===== src/rtl/multicycle_ctrl.sv =====
// Multicycle MIPS-subset control FSM: fetch/decode/exec/writeback/branch sequencing.
// Define MULTICYCLE_CTRL_ILLEGAL_TRAP_EN to trap illegal instructions into a terminal HALT state.
module multicycle_ctrl (
  input  logic        clk_i,
  input  logic        rst_n,
  input  logic [5:0]  opcode_i,
  input  logic [5:0]  funct_i,
  input  logic        zero_i,
  input  logic        imem_ack_i,
  output logic        imem_req_o,
  output logic        ir_write_o,
  output logic        pc_write_o,
  output logic        pc_src_o,
  output logic        reg_write_o,
  output logic        reg_dst_o,
  output logic        alu_src_a_o,
  output logic [1:0]  alu_src_b_o,
  output logic        imm_zext_o,
  output logic        shamt_sel_o,
  output logic [3:0]  alu_ctrl_o,
  output logic        tgt_write_o,
  output logic [2:0]  state_o,
  output logic [15:0] retired_o
);

  localparam int unsigned RET_W = 16;

  localparam logic [3:0] ALU_AND = 4'b0000;
  localparam logic [3:0] ALU_OR  = 4'b0001;
  localparam logic [3:0] ALU_ADD = 4'b0010;
  localparam logic [3:0] ALU_SUB = 4'b0110;
  localparam logic [3:0] ALU_SLT = 4'b0111;
  localparam logic [3:0] ALU_SLL = 4'b1000;
  localparam logic [3:0] ALU_SRL = 4'b1001;
  localparam logic [3:0] ALU_LUI = 4'b1010;
  localparam logic [3:0] ALU_NOR = 4'b1100;

  localparam logic [5:0] OP_RTYPE = 6'b000000;
  localparam logic [5:0] OP_BEQ   = 6'b000100;
  localparam logic [5:0] OP_ADDI  = 6'b001000;
  localparam logic [5:0] OP_ORI   = 6'b001101;
  localparam logic [5:0] OP_LUI   = 6'b001111;

  typedef enum logic [2:0] {
    S_FETCH  = 3'd0,
    S_DECODE = 3'd1,
    S_EXEC   = 3'd2,
    S_WB     = 3'd3,
    S_BRANCH = 3'd4,
    S_HALT   = 3'd5
  } state_t;

  state_t state, state_nxt;

  logic       dec_legal, dec_rtype, dec_shamt, dec_zext;
  logic [3:0] dec_alu;

  // Instruction decode; IR stays stable from DECODE through WB.
  always_comb begin
    dec_legal = 1'b1;
    dec_rtype = 1'b0;
    dec_shamt = 1'b0;
    dec_zext  = 1'b0;
    dec_alu   = ALU_AND;
    case (opcode_i)
      OP_RTYPE: begin
        dec_rtype = 1'b1;
        case (funct_i)
          6'b010011: dec_alu = ALU_ADD;
          6'b010001: dec_alu = ALU_SUB;
          6'b010100: dec_alu = ALU_AND;
          6'b010110: dec_alu = ALU_OR;
          6'b110000: dec_alu = ALU_SLT;
          6'b010101: dec_alu = ALU_NOR;
          6'b000000: begin dec_alu = ALU_SLL; dec_shamt = 1'b1; end
          6'b000010: begin dec_alu = ALU_SRL; dec_shamt = 1'b1; end
          6'b000110: dec_alu = ALU_SLL;
          6'b000100: dec_alu = ALU_SRL;
          default:   dec_legal = 1'b0;
        endcase
      end
      OP_ADDI: dec_alu = ALU_ADD;
      OP_ORI:  begin dec_alu = ALU_OR;  dec_zext = 1'b1; end
      OP_LUI:  begin dec_alu = ALU_LUI; dec_zext = 1'b1; end
      default: dec_legal = 1'b0;
    endcase
  end

  // State register.
  always_ff @(posedge clk_i or negedge rst_n) begin
    if (!rst_n) state <= S_FETCH;
    else        state <= state_nxt;
  end

  // Next-state logic.
  always_comb begin
    state_nxt = state;
    case (state)
      S_FETCH:  if (imem_ack_i) state_nxt = S_DECODE;
      S_DECODE: begin
        if (opcode_i == OP_BEQ) state_nxt = S_BRANCH;
        else if (dec_legal)     state_nxt = S_EXEC;
        else begin
`ifdef MULTICYCLE_CTRL_ILLEGAL_TRAP_EN
          state_nxt = S_HALT;
`else
          state_nxt = S_FETCH;
`endif
        end
      end
      S_EXEC:   state_nxt = S_WB;
      S_WB:     state_nxt = S_FETCH;
      S_BRANCH: state_nxt = S_FETCH;
`ifdef MULTICYCLE_CTRL_ILLEGAL_TRAP_EN
      S_HALT:   state_nxt = S_HALT;
`endif
      default:  state_nxt = S_FETCH;
    endcase
  end

  // Output decode; everything forced low while reset is held.
  always_comb begin
    imem_req_o  = 1'b0;
    ir_write_o  = 1'b0;
    pc_write_o  = 1'b0;
    pc_src_o    = 1'b0;
    reg_write_o = 1'b0;
    reg_dst_o   = 1'b0;
    alu_src_a_o = 1'b0;
    alu_src_b_o = 2'b00;
    imm_zext_o  = 1'b0;
    shamt_sel_o = 1'b0;
    alu_ctrl_o  = 4'b0000;
    tgt_write_o = 1'b0;
    if (rst_n) begin
      case (state)
        S_FETCH: begin
          imem_req_o = 1'b1;
          if (imem_ack_i) begin
            ir_write_o  = 1'b1;
            pc_write_o  = 1'b1;
            alu_src_b_o = 2'b01;
            alu_ctrl_o  = ALU_ADD;
          end
        end
        S_DECODE: begin
          tgt_write_o = 1'b1;
          alu_src_b_o = 2'b11;
          alu_ctrl_o  = ALU_ADD;
        end
        S_EXEC, S_WB: begin
          alu_ctrl_o  = dec_alu;
          alu_src_a_o = dec_rtype;
          alu_src_b_o = dec_rtype ? 2'b00 : 2'b10;
          imm_zext_o  = dec_zext;
          shamt_sel_o = dec_shamt;
          if (state == S_WB) begin
            reg_write_o = 1'b1;
            reg_dst_o   = dec_rtype;
          end
        end
        S_BRANCH: begin
          alu_src_a_o = 1'b1;
          alu_ctrl_o  = ALU_SUB;
          pc_write_o  = zero_i;
          pc_src_o    = 1'b1;
        end
        default: ;
      endcase
    end
  end

  // Retired-instruction counter, wraps naturally.
  always_ff @(posedge clk_i or negedge rst_n) begin
    if (!rst_n)
      retired_o <= '0;
    else if (state == S_WB || state == S_BRANCH)
      retired_o <= retired_o + RET_W'(1);
  end

  assign state_o = state;

endmodule


===== config.mk =====
export PLATFORM = sky130hd
export DESIGN_NAME = multicycle_ctrl
export DESIGN_NICKNAME = d
export VERILOG_FILES = /design/src/rtl/multicycle_ctrl.sv
export SDC_FILE = /design/constraint.sdc
export NUM_CORES = 1
export LEC_CHECK = 0
export CAP_MARGIN = 20
export CORE_UTILIZATION = 40
export DETAILED_ROUTE_END_ITERATION = 10
export PLACE_DENSITY = 0.75
export SKIP_CTS_REPAIR_TIMING = 1
export SLEW_MARGIN = 20
export SYNTH_ARGS = -nofsm -noshare
export SYNTH_HDL_FRONTEND = slang
export SYNTH_SLANG_ARGS = --single-unit

===== constraint.sdc =====
create_clock -name clk_i -period 5.75 [get_ports clk_i]
set_input_delay 1.15 -clock clk_i [delete_from_list [all_inputs] [get_ports clk_i]]
set_output_delay 1.15 -clock clk_i [all_outputs]
set_load 0.01 [all_outputs]

[Word-level counts from Yosys, hierarchy flattened]
Index checks and enable logic that the tools add are counted.
Cells by class
  add/subtract/negate cells: 1
  $mul: 0
  div/mod/pow operators: 0
  order comparisons: 0
  eq/ne operators: 18
  shift-type cells: 0
  mux-type cells: 42
  bitwise operators: 0
  reductions and logical operators: 11
Operators with widths (number)
  4-bit case mux with 4 select lines: 2
  6-bit by 5-bit equality test with 1-bit output, second input constant: 5
  4-bit case mux with 7 select lines: 1
  1-bit 2-to-1 mux: 27
  6-bit by 3-bit equality test with 1-bit output, second input constant: 3
  6-bit by 4-bit equality test with 1-bit output, second input constant: 3
  16-bit by 1-bit adder with 16-bit output, second input constant: 1
  6-bit logical NOT: 2
  10-bit OR reduction: 1
  2-bit OR reduction: 5
  3-bit case mux with 3 select lines: 1
  2-bit 2-to-1 mux: 4
  3-bit by 2-bit equality test with 1-bit output, second input constant: 2
  6-bit by 2-bit equality test with 1-bit output, second input constant: 1
  6-bit equality test, second input constant: 1
  3-bit 2-to-1 mux: 2
  1-bit case mux with 2 select lines: 3
  2-bit case mux with 3 select lines: 1
  4-bit 2-to-1 mux: 1
  3-bit by 1-bit equality test with 1-bit output, second input constant: 1
  3-bit equality test, second input constant: 1
  3-bit logical NOT: 1
  3-bit OR reduction: 1
  2-bit inequality test, second input constant: 1
  1-bit logical OR: 1
Storage, ports and cells
  register bits: 19
  bits in latches: 0
  RAM bits: 0
  ROM bits: 0
  bits of input ports: 16
  output and inout bits: 35
  logic and storage cells: 74
  memories: 0

[Longest topological paths before layout]
Gate-level depths: netlist (run 1).
  word-level depth: 7
  depth in mapped cells: 6
  gate-level depth less buffers: 5

[Least setup slack after synthesis (run 1)]
No wires, ideal clock.
  path type: input to output
  from: in opcode_i[5]
  to: out alu_ctrl_o[1]
  arrival time: 2.824 ns
  required time: 4.600 ns
  setup slack: 1.776 ns
  stages on the path: 4
  path buffers: 0
  cells stage by stage: or2_2 -> or4_1 -> or3_4 -> o41ai_1
Between the ends
  cells in the longest elaborated chain, start to end: 4
  elaborated cells between the ends (all ways): 7
  those cells by class: eq/ne: 3; mux: 3; reduce/logical: 1
Ends and longest elaborated chain
  start: declaration: line 6  | input logic [5:0] opcode_i,
  6-bit by 4-bit equality test with 1-bit output or 6-bit logical NOT (tied branches): line 65  | case (opcode_i)
  4-bit case mux with 4 select lines (*): line 65
  4-bit case mux with 4 select lines (*): line 136  | case (state)
  4-bit 2-to-1 mux (*): line 135  | if (rst_n) begin
  end: declaration: line 20  | output logic [3:0] alu_ctrl_o,
Mark *: on every way between the ends. The rest lies on a longest branch, timed or not.

[Worst setup path after layout (run 1)]
  from: in opcode_i[0]
  to: out alu_ctrl_o[2]
The elaborated chain is that of the path after synthesis.

==> out/metrics.csv, run 1 <==
stage,metric,value,unit
power,power_leakage,0.725,nW
route,dr.pass1.iters,6,
placement,port_buffers,50,
critical_path,worst-path-max-fanout,5,
layout,fin_cells,238,
power,pwr_density_cell,162,mW/mm^2
global_routing,grt_pass1_wl,5.07,mm
logic_synthesis,synth_cell_types,43,
critical_path,reg2reg_depth,4,
timing,hold_viol_final,0,
logic_synthesis,yosysWarnings,0,
power,vdd_drop_max,93.1,uV
critical_path,r2r_setup_slack,3.51,ns
layout,diodes,0,
global_routing,antenna_found_initial,0,
critical_path,cp_slowest_cell,clkdlybuf4s50_1,
critical_path,rr_startpoint,state_o[1],
floorplan,rows,20,
placement,hpwlAfterDp,2.41,mm
floorplan,dieArea,0.00347,mm^2
timing,tightest_slew,0.486,ns
global_routing,grt_usage,0.190,
floorplan,ios,51,
global_routing,first_global_vias,1169,
logic_synthesis,synthArstFlopShare,1.00,
timing,layout_min_cycle_time,4.94,ns
critical_path,path_buf_inv,2,
floorplan,die_w,58.9,um
cts,cts_buffers,3,
route,postRouteWirelength,3.08,mm
critical_path,cp_slowest_stage_delay,0.61,ns
route,vias,1261,
route,ant_nets,0,
critical_path,crit_type,input pin to primary output,
placement,place_congestion,0.798,
hold_path,hold_class,register to register,
critical_path,crit_required,4.60,ns
logic_synthesis,ys_seq_elements,19,
logic_synthesis,synthFlopType,dfrtp_1,
cts,cts_tree,built,
route,vias_per_cell,5.30,
logic_synthesis,avgSynthCellArea,8.80,um^2
critical_path,endpoint_kind,primary output,
cts,clkLatencyLatePin,0.30,ns
hold_path,holdPathStages,1,
timing,slew_violations,0,
critical_path,cp_cell_sequence,clkdlybuf4s50_1 -> or2_2 -> or4_1 -> or3_4 -> o41ai_1 -> clkdlybuf4s50_1,
timing,slew-limit-headroom,0.668,
cts,htree_levels,1,
layout,postLayoutCellArea,0.00184,mm^2
placement,dpl_cell_area,0.00181,mm^2
timing,fin_setup_tns,0,ns
layout,syn_to_final_growth,42.0,%
placement,dp_cells,234,
route,first_iter_violations,41,
logic_synthesis,synth_edf_count,0,
critical_path,crit_family,simple AND/OR/NAND/NOR gates,
layout,drive_above_1_share,0.0722,
layout,utilization,0.602,
cts,cts_sinks,19,
logic_synthesis,seq_area_frac_synth,0.368,
logic_synthesis,syn_inst,147,
logic_synthesis,syn_area,0.00129,mm^2
critical_path,start_kind,input pin,
timing,grt_setup_unrepaired,no,
timing,finalSetupViolations,0,
critical_path,worstReg2RegEnd,retired_o[15],
logic_synthesis,syn-num-nets,164,
global_routing,grt_overflow,0,
route,wl_per_cell,13.0,um
cts,path_clk_slew,0.11,ns
hold_path,min_to,retired_o[15],
floorplan,coreArea,0.00305,mm^2
flow_run,drv_cap,0,
run_status,status,"complete, no violations",
critical_path,crit_path_frequent_cell,clkdlybuf4s50_1,
critical_path,arrival,3.79,ns
power,finalPower,0.297,mW
hold_path,hold_start,retired_o[15],
floorplan,initial_core_util,0.424,
timing,clock_skew,0.00448,ns
timing,fin_crit_sh,0.859,
cts,clockRootBuffer,clkbuf_4,
cts,clockBufferDepth,2,
timing,fmax,0.202,GHz
floorplan,die_h,58.9,um
route,drc,0,
layout,nNetsFinal,212,
global_routing,grt_start_max_net_pins,25,
==> synth_stat cells (2+ instances only) <==
master | number | area, um^2
dfrtp_1 | 19 | 475
nor2_1 | 14 | 52.6
nand2_1 | 11 | 41.3
inv_1 | 9 | 33.8
xnor2_1 | 9 | 78.8
nor3_1 | 8 | 40.0
xor2_1 | 7 | 61.3
a21oi_1 | 5 | 25.0
nand3_1 | 5 | 25.0
o21ai_0 | 5 | 25.0
clkbuf_1 | 4 | 15.0
or2_2 | 4 | 25.0
a211oi_1 | 3 | 22.5
nand4_1 | 3 | 18.8
a21o_1 | 2 | 15.0
a31oi_1 | 2 | 12.5
and3_1 | 2 | 12.5
and4_1 | 2 | 17.5
buf_6 | 2 | 22.5
nand3b_1 | 2 | 15.0
nor2b_1 | 2 | 12.5
nor3b_1 | 2 | 15.0
nor4_1 | 2 | 12.5
o41ai_1 | 2 | 17.5
or3b_1 | 2 | 17.5
or4_1 | 2 | 15.0
==> layer usage <==
metal  share of wire  GRT usage  vias to the layer above
met5               0          0                        -
met4          0.0081     0.0612                        0
met3           0.061     0.0374                        2
met2            0.48      0.338                       50
met1            0.45      0.231                      589
li1                -          -                      620
==> registers in the layout (all words and copies together) (netlist names) <==
signal / cells
state_o: 3
retired_o: 16
==> power breakdown <==
group | internal, mW | switching (mW)
logic | 0.0416 | 0.0346
clock network | 0.0265 | 0.0422
registers | 0.140 | 0.0122
==> per-stage QoR <==
| stage | hold slack [ns] | setup WS [ns] |
|---|---|---|
| after detailed placement | 0.464 | 0.810 |
| final | 0.475 | 0.810 |
| after CTS | 0.483 | 0.797 |
| after global placement | 0.459 | 0.939 |
| after global routing | 0.490 | 0.765 |
| after floorplan | 0.507 | 1.78 |
==> how the worst max path moves through the flow <==
| stage | from | end | cells past startpoint |
|---|---|---|---|
| global route | opcode_i[0] | alu_ctrl_o[1] | 6 |
| global placement | opcode_i[0] | alu_ctrl_o[1] | 6 |
| finish | opcode_i[0] | alu_ctrl_o[2] | 6 |
| detailed placement | opcode_i[0] | alu_ctrl_o[2] | 6 |
| floorplan | opcode_i[5] | alu_ctrl_o[1] | 4 |
| CTS | opcode_i[0] | alu_ctrl_o[2] | 6 |
==> cells in the final DEF, fill, tap and decap left out, types with 2 or more instances in the layout <==
cell	count
clkbuf_4	3
dfrtp_1	19
nor2_1	14
and4_1	2
xor2_1	7
nor3_1	8
a21oi_1	5
a31oi_1	2
nand3b_1	2
a211oi_1	3
clkdlybuf4s50_1	50
nor4_1	2
nand4_1	3
o41ai_1	2
or2_2	4
or3b_1	2
nor3b_1	2
nor2b_1	2
a21o_1	2
xnor2_1	9
nand2_1	11
o21ai_0	5
or4_1	2
and3_1	2
inv_1	9
nand3_1	5
==> final cells by class <==
type | count | area, um^2
fillers | 288 | 1220
flip-flops and latches | 19 | 475
multi-input cells | 111 | 734
inverters | 9 | 33.8
clock inverters | 1 | 7.51
well taps | 44 | 55.1
repair buffers | 51 | 508
clock buffers | 3 | 22.5
==> cell families after synthesis <==
logic type                 Yosys count  synth area share
adders and majority gates            1           0.00967
buffers and inverters               17            0.0648
DFF                                 19             0.368
xor gates and xnor gates            16             0.108
AOI/OAI and AO/OA                   27             0.161
and+or+nand+nor                     67             0.289
Note: power is estimated with default switching activity, not from simulation.
==> run 2, diff against run 1 <==
- CTS_CLUSTER_SIZE: not set -> 8
==> results of run 2 <==
Same layout as run 1: the final DEF is identical, and so are final timing and power.
